===== src/rtl/exec_shift_stage_pkg.sv =====
// exec_shift_stage_pkg: shift-op encodings, RV32 funct3 constants and skid-buffer states
// shared by the execute-stage shift unit.
`default_nettype none

package exec_shift_stage_pkg;

  typedef enum logic [1:0] {
    SHOP_SLL = 2'd0,
    SHOP_SRL = 2'd1,
    SHOP_SRA = 2'd2,
    SHOP_ILL = 2'd3
  } shop_e;

  localparam logic [2:0] F3_SLL = 3'b001;
  localparam logic [2:0] F3_SR  = 3'b101;

  typedef enum logic [1:0] {
    SKID_EMPTY = 2'd0,
    SKID_ONE   = 2'd1,
    SKID_TWO   = 2'd2
  } skid_state_e;

  // funct7_5 only distinguishes SRL from SRA; it is a don't-care for SLL.
  function automatic shop_e decode_shop(input logic [2:0] f3, input logic f7_5);
    shop_e op;
    op = SHOP_ILL;
    if (f3 == F3_SLL) begin
      op = SHOP_SLL;
    end else if (f3 == F3_SR) begin
      op = f7_5 ? SHOP_SRA : SHOP_SRL;
    end
    return op;
  endfunction

endpackage

`default_nettype wire


===== src/rtl/exec_shift_stage_shifter.sv =====
// shiftX32: combinational 32-bit barrel shifter (left/right, logical/arithmetic).
// Left shifts reuse the right-shift network by bit-reversing input and output.
`default_nettype none

module shiftX32 (
  input  logic [31:0] a,
  input  logic [4:0]  n,
  input  logic        rl,
  input  logic        sign,
  output logic [31:0] y
);

  logic [31:0] w_stage [0:5];
  logic        w_fill;

  assign w_fill = sign & rl & a[31];

  genvar i;
  genvar k;

  for (i = 0; i < 32; i++) begin : g_rev_in
    assign w_stage[0][i] = rl ? a[i] : a[31-i];
  end

  for (k = 0; k < 5; k++) begin : g_stage
    localparam int SH = 1 << k;
    assign w_stage[k+1] = n[k] ? {{SH{w_fill}}, w_stage[k][31:SH]} : w_stage[k];
  end

  for (i = 0; i < 32; i++) begin : g_rev_out
    assign y[i] = rl ? w_stage[5][i] : w_stage[5][31-i];
  end

endmodule

`default_nettype wire


===== src/rtl/exec_shift_stage.sv =====
// exec_shift_stage: registered RV32 shift execute stage with valid/ready on both sides.
// Define EXEC_SHIFT_SKID_EN for a two-entry skid buffer with a registered in_ready.
`default_nettype none

module exec_shift_stage
  import exec_shift_stage_pkg::*;
#(
  parameter int TAG_W = 5
) (
  input  logic             clk,
  input  logic             rst_n,
  input  logic             flush,
  input  logic             in_valid,
  output logic             in_ready,
  input  logic [31:0]      op_a,
  input  logic [31:0]      op_b,
  input  logic [2:0]       funct3,
  input  logic             funct7_5,
  input  logic [TAG_W-1:0] rd_tag,
  output logic             out_valid,
  input  logic             out_ready,
  output logic [31:0]      result,
  output logic [TAG_W-1:0] out_tag,
  output logic             illegal
);

  shop_e       w_shop;
  logic        w_rl;
  logic        w_sign;
  logic [31:0] w_sh_y;
  logic [31:0] w_res_new;
  logic        w_ill_new;
  logic        w_accept;
  logic        w_drain;
  logic        w_unused;

  assign w_shop    = decode_shop(funct3, funct7_5);
  assign w_rl      = (w_shop == SHOP_SRL) || (w_shop == SHOP_SRA);
  assign w_sign    = (w_shop == SHOP_SRA);
  assign w_ill_new = (w_shop == SHOP_ILL);
  assign w_res_new = w_ill_new ? 32'h0 : w_sh_y;
  assign w_unused  = ^op_b[31:5];

  shiftX32 u_shift (
    .a    (op_a),
    .n    (op_b[4:0]),
    .rl   (w_rl),
    .sign (w_sign),
    .y    (w_sh_y)
  );

  assign w_accept = in_valid && in_ready && !flush;
  assign w_drain  = out_valid && out_ready;

`ifdef EXEC_SHIFT_SKID_EN

  skid_state_e      state_q, state_d;
  logic [31:0]      main_res_q, main_res_d;
  logic [TAG_W-1:0] main_tag_q, main_tag_d;
  logic             main_ill_q, main_ill_d;
  logic [31:0]      skid_res_q, skid_res_d;
  logic [TAG_W-1:0] skid_tag_q, skid_tag_d;
  logic             skid_ill_q, skid_ill_d;

  always_ff @(posedge clk or negedge rst_n) begin
    if (!rst_n) begin
      state_q    <= SKID_EMPTY;
      main_res_q <= '0;
      main_tag_q <= '0;
      main_ill_q <= 1'b0;
      skid_res_q <= '0;
      skid_tag_q <= '0;
      skid_ill_q <= 1'b0;
    end else begin
      state_q    <= state_d;
      main_res_q <= main_res_d;
      main_tag_q <= main_tag_d;
      main_ill_q <= main_ill_d;
      skid_res_q <= skid_res_d;
      skid_tag_q <= skid_tag_d;
      skid_ill_q <= skid_ill_d;
    end
  end

  always_comb begin
    state_d    = state_q;
    main_res_d = main_res_q;
    main_tag_d = main_tag_q;
    main_ill_d = main_ill_q;
    skid_res_d = skid_res_q;
    skid_tag_d = skid_tag_q;
    skid_ill_d = skid_ill_q;
    case (state_q)
      SKID_EMPTY: begin
        if (w_accept) begin
          main_res_d = w_res_new;
          main_tag_d = rd_tag;
          main_ill_d = w_ill_new;
          state_d    = SKID_ONE;
        end
      end
      SKID_ONE: begin
        if (w_accept && w_drain) begin
          main_res_d = w_res_new;
          main_tag_d = rd_tag;
          main_ill_d = w_ill_new;
        end else if (w_accept) begin
          // Main entry is stalled; park the new op behind it.
          skid_res_d = w_res_new;
          skid_tag_d = rd_tag;
          skid_ill_d = w_ill_new;
          state_d    = SKID_TWO;
        end else if (w_drain) begin
          state_d = SKID_EMPTY;
        end
      end
      SKID_TWO: begin
        if (w_drain) begin
          main_res_d = skid_res_q;
          main_tag_d = skid_tag_q;
          main_ill_d = skid_ill_q;
          state_d    = SKID_ONE;
        end
      end
      default: state_d = SKID_EMPTY;
    endcase
    if (flush) begin
      state_d = SKID_EMPTY;
    end
  end

  assign in_ready  = (state_q != SKID_TWO);
  assign out_valid = (state_q != SKID_EMPTY);
  assign result    = main_res_q;
  assign out_tag   = main_tag_q;
  assign illegal   = main_ill_q;

`else

  logic             valid_q, valid_d;
  logic [31:0]      res_q, res_d;
  logic [TAG_W-1:0] tag_q, tag_d;
  logic             ill_q, ill_d;

  always_ff @(posedge clk or negedge rst_n) begin
    if (!rst_n) begin
      valid_q <= 1'b0;
      res_q   <= '0;
      tag_q   <= '0;
      ill_q   <= 1'b0;
    end else begin
      valid_q <= valid_d;
      res_q   <= res_d;
      tag_q   <= tag_d;
      ill_q   <= ill_d;
    end
  end

  always_comb begin
    valid_d = valid_q;
    res_d   = res_q;
    tag_d   = tag_q;
    ill_d   = ill_q;
    if (w_accept) begin
      valid_d = 1'b1;
      res_d   = w_res_new;
      tag_d   = rd_tag;
      ill_d   = w_ill_new;
    end else if (w_drain) begin
      valid_d = 1'b0;
    end
    if (flush) begin
      valid_d = 1'b0;
    end
  end

  assign in_ready  = !valid_q || out_ready;
  assign out_valid = valid_q;
  assign result    = res_q;
  assign out_tag   = tag_q;
  assign illegal   = ill_q;

`endif

endmodule

`default_nettype wire


===== config.mk =====
export PLATFORM = sky130hd
export DESIGN_NAME = exec_shift_stage
export DESIGN_NICKNAME = d
export VERILOG_FILES = /design/src/rtl/exec_shift_stage_pkg.sv /design/src/rtl/exec_shift_stage_shifter.sv /design/src/rtl/exec_shift_stage.sv
export SDC_FILE = /design/constraint.sdc
export NUM_CORES = 1
export LEC_CHECK = 0
export CAP_MARGIN = 0
export CORE_UTILIZATION = 50
export DETAILED_ROUTE_END_ITERATION = 10
export HOLD_SLACK_MARGIN = 0.06
export PLACE_DENSITY = 0.79
export SETUP_SLACK_MARGIN = 0.02
export SKIP_LAST_GASP = 1
export SYNTH_ARGS = -nofsm -noshare
export SYNTH_HDL_FRONTEND = slang
export SYNTH_SLANG_ARGS = --single-unit

===== constraint.sdc =====
create_clock -name clk -period 4.05 [get_ports clk]
set_clock_uncertainty 0.15 [all_clocks]
set_input_delay 0.81 -clock clk [delete_from_list [all_inputs] [get_ports clk]]
set_output_delay 0.81 -clock clk [all_outputs]
set_load 0.05 [all_outputs]

==> out/qor.yml, run 1 <==
synth-async-reset-ratio: 1.00
muxShareOfSynthArea: 0.334
outcome: "finished clean"
ir_worst_vdd_mv: 0.144
synthesis.nets: 615
fin_ws_ns: 0.115
met2_usage: 0.611
htree_levels: 2
cap_violations: 0
dpl.hpwl_um: 13900
hold_depth: 2
die_x_um: 101
path_max_fanout: 13
synth-main-ff-cell: "dfrtp_1"
insertion_delay_ns: 0.29
ys_seq_elements: 39
grt-ovfl-total: 0
fin_nets: 733
post_cts_buffers: 0
cts_buffers: 5
grt_pass1_wl_um: 27900
std_cell_rows: 35
avgSynthCellArea_um2: 9.18
drtAntennaViolNets: 0
relSlewSlack: 0.440
syn2layout_area_growth_pct: 28.8
gp_congestion: 0.974
port_buffers: 90
grt_pass1_vias: 5196
synth_seq_area_share: 0.199
yosys.area_share.simple: 0.151
via_per_inst: 6.79
synth_xor_area_frac: 0.00178
dieArea_mm2: 0.0102
die_h_um: 101
top_usage_layer: "met2"
use_met1: 0.445
hold_viol_final: 0
dr_total_vias: 5316
cts.clk_slew.worst_paths_ns: 0.08
post-route-min-period_ns: 3.94
drt_iter0_markers: 377
cts_tree: "done"
n_fill_cell: 804
worstSetupEndpointType: "flip-flop"
grt_usage: 0.356
multi_input_area_mm2: 0.00359
critPathKind: "primary input to flip-flop"
clockRootBuffer: "clkbuf_8"
antenna_cells: 0
ff2ff_path_depth: 8
start_kind: "primary input"
hold_path_class: "flip-flop to flip-flop"
synth_edf_count: 0
slew_violations: 0
clock-sinks: 39
clock.fmax_ghz: 0.254
final_util: 0.675
hold_buffers: 0
setup_viol: 0
initial_core_util: 0.524
synthAdderAreaFrac: 0.00510
tightest_slew_ns: 0.839
dpl_worst_slack_ns: -0.180
grt_max_degree: 40
core_mm2: 0.00937
synth_top_family_by_area: "multiplexers"
firstDrtPassIters: 5
cts_buffer_depth: 2
synth.distinct_cells: 70
required_ns: 4.08
rsz0062_at_grt: "yes"
ys_warn_count: 0
cp_data_arrival_time_ns: 3.96
drcViolationCount: 0
drive_gt1_frac: 0.260
syn_area_mm2: 0.00491
synth_compound_area_frac: 0.236
register_area_um2: 976
period_share: 0.972
p_leak_nw: 2.56
antenna_found_initial: 0
io_pins: 118
routed_wl_um: 17700
postCtsResizedCells: 0
avgRoutedWirePerCell_um: 22.6
met3_usage: 0.0402
p_per_area_mw_per_mm2: 291
final.setup.tns_ns: 0
postSynthCellCount: 535
per-layer routing:
layer / vias up / share of wire
met4: 0 / 0.041
met2: 297 / 0.49
li1: 2366 / -
met3: 59 / 0.062
met5: - / 0
met1: 2594 / 0.40
cell families (layout without fill, tap and decap cells):
group / count (synthesis) / count (layout)
multiplexers: 112 / 112
AND/OR/NAND/NOR: 162 / 162
buffers and inverters: 61 / 180
adder cells (fa/ha/maj): 2 / 2
XOR/XNOR: 1 / 1
flip-flops: 39 / 39
AO/OA/AOI/OAI: 158 / 158
power by group:
part	total [mW]	internal, mW	switching, mW
Clock	0.324	0.183	0.141
Combinational	1.05	0.445	0.608
Sequential	0.466	0.439	0.0268
Total	1.84	1.07	0.775
registers in the layout, summed over array words and instances (netlist names):
name / cells
out_valid: 1
illegal: 1
result: 32
out_tag: 5
metrics by stage:
| step | total power [mW] | hold slack (ns) | std cells | cell area, um^2 |
|---|---|---|---|---|
| 6_report | 1.84 | 0.339 | 783 | 6320 |
| 5_1_grt | 1.92 | 0.363 | 783 | 6320 |
| 4_1_cts | 1.83 | 0.342 | 783 | 6310 |
| 3_5_place_dp | 1.51 | 0.322 | 775 | 6200 |
| 3_3_place_gp | 1.49 | 0.317 | 775 | 6200 |
| 2_1_floorplan | 1.11 | 0.364 | 535 | 4910 |
critical path, stage by stage:
cell	delay, ns
clkdlybuf4s50_1	0.44
nor2b_1	0.18
nand2_1	0.11
ha_1	0.34
buf_4	0.22
buf_4	0.14
mux4_2	0.48
mux2_2	0.36
o311ai_0	0.35
a21oi_1	0.17
a221o_1	0.37
layout make-up:
class	count	share of cell area
multi-input combinational	435	0.568
clock inverter	3	0.00693
sequential	39	0.154
tap	129	0.0255
timing repair buffer	160	0.228
inverter	12	0.00712
clock buffer	5	0.0109
final timing paths:
kind / startpoint / endpoint / slack (ns)
worst max-delay path: funct3[0] / result[15] / 0.11
worst min-delay path: result[30] / result[30] / 0.34
worst max register to register: out_valid / result[18] / 2.00
worst min register to register: result[30] / result[30] / 0.34
max in group asynchronous: rst_n / result[25] / 2.76
min in group asynchronous: rst_n / result[10] / 0.46
cells in the mapped netlist, drive strengths merged (16+ instances only):
| cell type | count | area, um^2 |
|---|---|---|
| mux4 | 35 | 811 |
| o221ai | 17 | 149 |
| a21oi | 18 | 90.1 |
| buf | 25 | 208 |
| o21ai | 26 | 130 |
| nand2 | 56 | 210 |
| clkbuf | 23 | 97.6 |
| mux2 | 45 | 510 |
| mux2i | 32 | 320 |
| o22ai | 16 | 100 |
| dfrtp | 39 | 976 |
| nor2 | 41 | 154 |
| nor3 | 21 | 105 |
cells in the final DEF (no fill, tap or decap), drive strengths merged, types with 5 or more instances in the layout:
| cell type | n |
|---|---|
| nor2 | 41 |
| nand2 | 56 |
| a21oi | 18 |
| nor2b | 5 |
| o221ai | 17 |
| o211ai | 6 |
| and2 | 8 |
| mux2 | 45 |
| a221o | 8 |
| clkbuf | 5 |
| o21ai | 26 |
| nand3 | 9 |
| nand2b | 6 |
| clkdlybuf4s50 | 87 |
| buf | 73 |
| dfrtp | 39 |
| mux2i | 32 |
| a211oi | 9 |
| inv | 10 |
| a31oi | 5 |
| o22ai | 16 |
| nor3 | 21 |
| mux4 | 35 |
Power figures use the tool's default switching activity.
==> run 2, diff against run 1 <==
Settings changed: CORE_UTILIZATION 50 to 24, PLACE_DENSITY 0.79 to 0.44.
==> run 2 against run 1 <==
Net effect: cell area up 5.1%; wire length up 14%; worst setup slack better by 0.13 ns; total power up 4.9%; cell count up 19%; combinational power up 5%; largest power group unchanged; highest routed layer unchanged.
==> out/qor.yml, run 2 (synthesized netlist as in run 1, its figures left out) <==
htree_levels: 2  # unchanged
cp-startpoint: "funct3[0]"
grt_pass1_wl_um: 31400  # +12%
critPathBufInv: 6  # +3
hold_buffers: 0  # unchanged
final_cell_mix: "clkdlybuf4s50_1, buf_4, nand2_1"
antenna_found_initial: 0  # unchanged
critPathKind: "primary input to flip-flop"
cts.clk_slew.worst_paths_ns: 0.06  # -0.02 ns
placed_cells: 922  # +19%
cp_slowest_cell: "clkdlybuf4s50_1"
r2r-end: "result[19]"
internal_power_mw: 1.13  # +6.3%
syn2layout_area_growth_pct: 35.4
path_cells: "clkdlybuf4s50_1 > nor2b_1 > nand2_1 > ha_1 > buf_12 > or2_2 > buf_12 > o22ai_1 > buf_4 > nor2_1 > buf_4 > a221oi_1 > buf_4 > a41oi_1 > a21boi_0"
grt_usage: 0.190  # -0.167
p_leak_nw: 2.64  # +3.2%
post_cts_buffers: 0  # unchanged
place_area_mm2: 0.00647  # +4.5%
final.setup.tns_ns: 0  # unchanged
hold_path_class: "flip-flop to flip-flop"
critPathTopFamily: "buffers and inverters"
finalInstanceArea_mm2: 0.00665  # +5.1%
die_h_um: 145  # +43%
tightest_slew_ns: 0.874  # +0.0350 ns
routed_wl_um: 20100  # +14%
outcome: "finished clean"
hp-start: "result[17]"
cap_violations: 0  # unchanged
via_per_inst: 5.53  # -19%
drcViolationCount: 0  # unchanged
setup_viol: 0  # unchanged
start_kind: "primary input"
cts_buffer_depth: 2  # unchanged
clock-sinks: 39  # unchanged
hold_depth: 2  # unchanged
antenna_cells: 0  # unchanged
initial_core_util: 0.248  # -0.276
cts_tree: "done"
top_usage_layer: "met2"
grt_pass1_vias: 5156  # -0.77%
clkPwrFrac: 0.191  # +0.015
met2_usage: 0.298  # -0.313
core_mm2: 0.0198  # +110%
avgRoutedWirePerCell_um: 21.6  # -4.1%
dieArea_mm2: 0.0210  # +110%
grt-ovfl-total: 0  # unchanged
cp_data_arrival_time_ns: 3.82  # -0.14 ns
drive_gt1_frac: 0.275  # +0.0152
holdWs_ns: 0.334  # -0.00497 ns
dr_total_vias: 5144  # -3.2%
clockRootBuffer: "clkbuf_16"
met3_usage: 0.0192  # -0.0210
multi_input_area_mm2: 0.00361  # +0.49%
layout_commonest_cell: "clkdlybuf4s50_1"
fin_nets: 744  # +1.5%
cts_buffers: 5  # unchanged
io_pins: 118  # unchanged
die_x_um: 145  # +43%
std_cell_rows: 51  # +46%
final_util: 0.336  # -0.339
rsz0062_at_grt: "no"
hold_viol_final: 0  # unchanged
firstDrtPassIters: 5  # unchanged
worstSetupEndpointType: "flip-flop"
drt_iter0_markers: 396  # +5.0%
timing.rr.start: "out_valid"
period_share: 0.940  # -0.0315
n_fill_cell: 2116  # +160%
slowest_delay_ns: 0.45  # -0.03 ns
dpl.hpwl_um: 15800  # +14%
drtAntennaViolNets: 0  # unchanged
switching_share: 0.413  # -0.00773
p_switching_uw: 798  # +3.0%
r2r_slack_ns: 2.08  # +0.08 ns
clock.fmax_ghz: 0.263  # +3.4%
largest_reg_flops: 32  # unchanged
register_area_um2: 976  # unchanged
p_seq_frac: 0.242  # -0.011
holdPathEnd: "result[17]"
slew_violations: 0  # unchanged
worst_path_most_repeated_cell: "buf_4"
grt_max_degree: 40  # unchanged
port_buffers: 90  # unchanged
path_max_fanout: 14  # +1
gp_congestion: 0.928  # -4.7%
required_ns: 4.06  # -0.02 ns
ff2ff_path_depth: 7  # -1
use_met1: 0.267  # -0.178
post-route-min-period_ns: 3.81  # -0.128 ns
ir_worst_vdd_mv: 0.134  # -6.4%
instances_no_fill: 930  # +19%
p_comb_frac: 0.567  # -0.004
insertion_delay_ns: 0.28  # about the same
relSlewSlack: 0.417  # -0.0233
p_per_area_mw_per_mm2: 291  # -0.21%
[run 2: per-layer routing]
layer / wire length [um] / part of all wire
met1: 9350 / 0.46
met2: 9180 / 0.46
met3: 1020 / 0.051
met4: 570 / 0.028
met5: 0 / 0
[run 2: worst max-delay path by stage]
| stage | endpoint | slack, ns | depth (start not counted) |
|---|---|---|---|
| floorplan | result[10] | 0.66 | 10 |
| global placement | result[10] | -0.17 | 12 |
| detailed placement | result[21] | -0.14 | 12 |
| CTS | result[10] | 0.14 | 12 |
| global route | result[28] | 0.03 | 13 |
| finish | result[23] | 0.24 | 15 |
[run 2: cell type report]
| cell class | count | share of cell area |
|---|---|---|
| clock buffers | 6 | 0.0194 |
| clock inverters | 2 | 0.00188 |
| inverters | 12 | 0.00678 |
| multi-input cells | 435 | 0.543 |
| flip-flops and latches | 39 | 0.147 |
| well taps | 265 | 0.0499 |
| repair buffers | 171 | 0.233 |
[run 2: power by group through the flow]
stage	combinational (mW)	sequential [mW]	clock [mW]
after floorplan	0.460	0.649	0
after detailed placement	1.08	0.476	0
final	1.10	0.468	0.370
after global routing	1.16	0.475	0.400
after CTS	1.09	0.469	0.383
after global placement	1.08	0.474	0
[run 2: metrics by stage]
stage	power (mW)	setup WS, ns
3_5_place_dp	1.56	-0.144
5_1_grt	2.03	0.0264
4_1_cts	1.94	0.138
2_1_floorplan	1.11	0.661
6_report	1.93	0.243
3_3_place_gp	1.55	-0.167
[run 2: repair_timing]
action                     CTS  global route
hold endpoints to repair     0             0
setup endpoints to repair    0            10
resized for setup            0             7
[run 2: worst min-delay path: cells and delay by family, from the launching register on]
kind / cells / cell delay [ns]
DFF: 1 / 0.34
and+or+nand+nor: 2 / 0.12
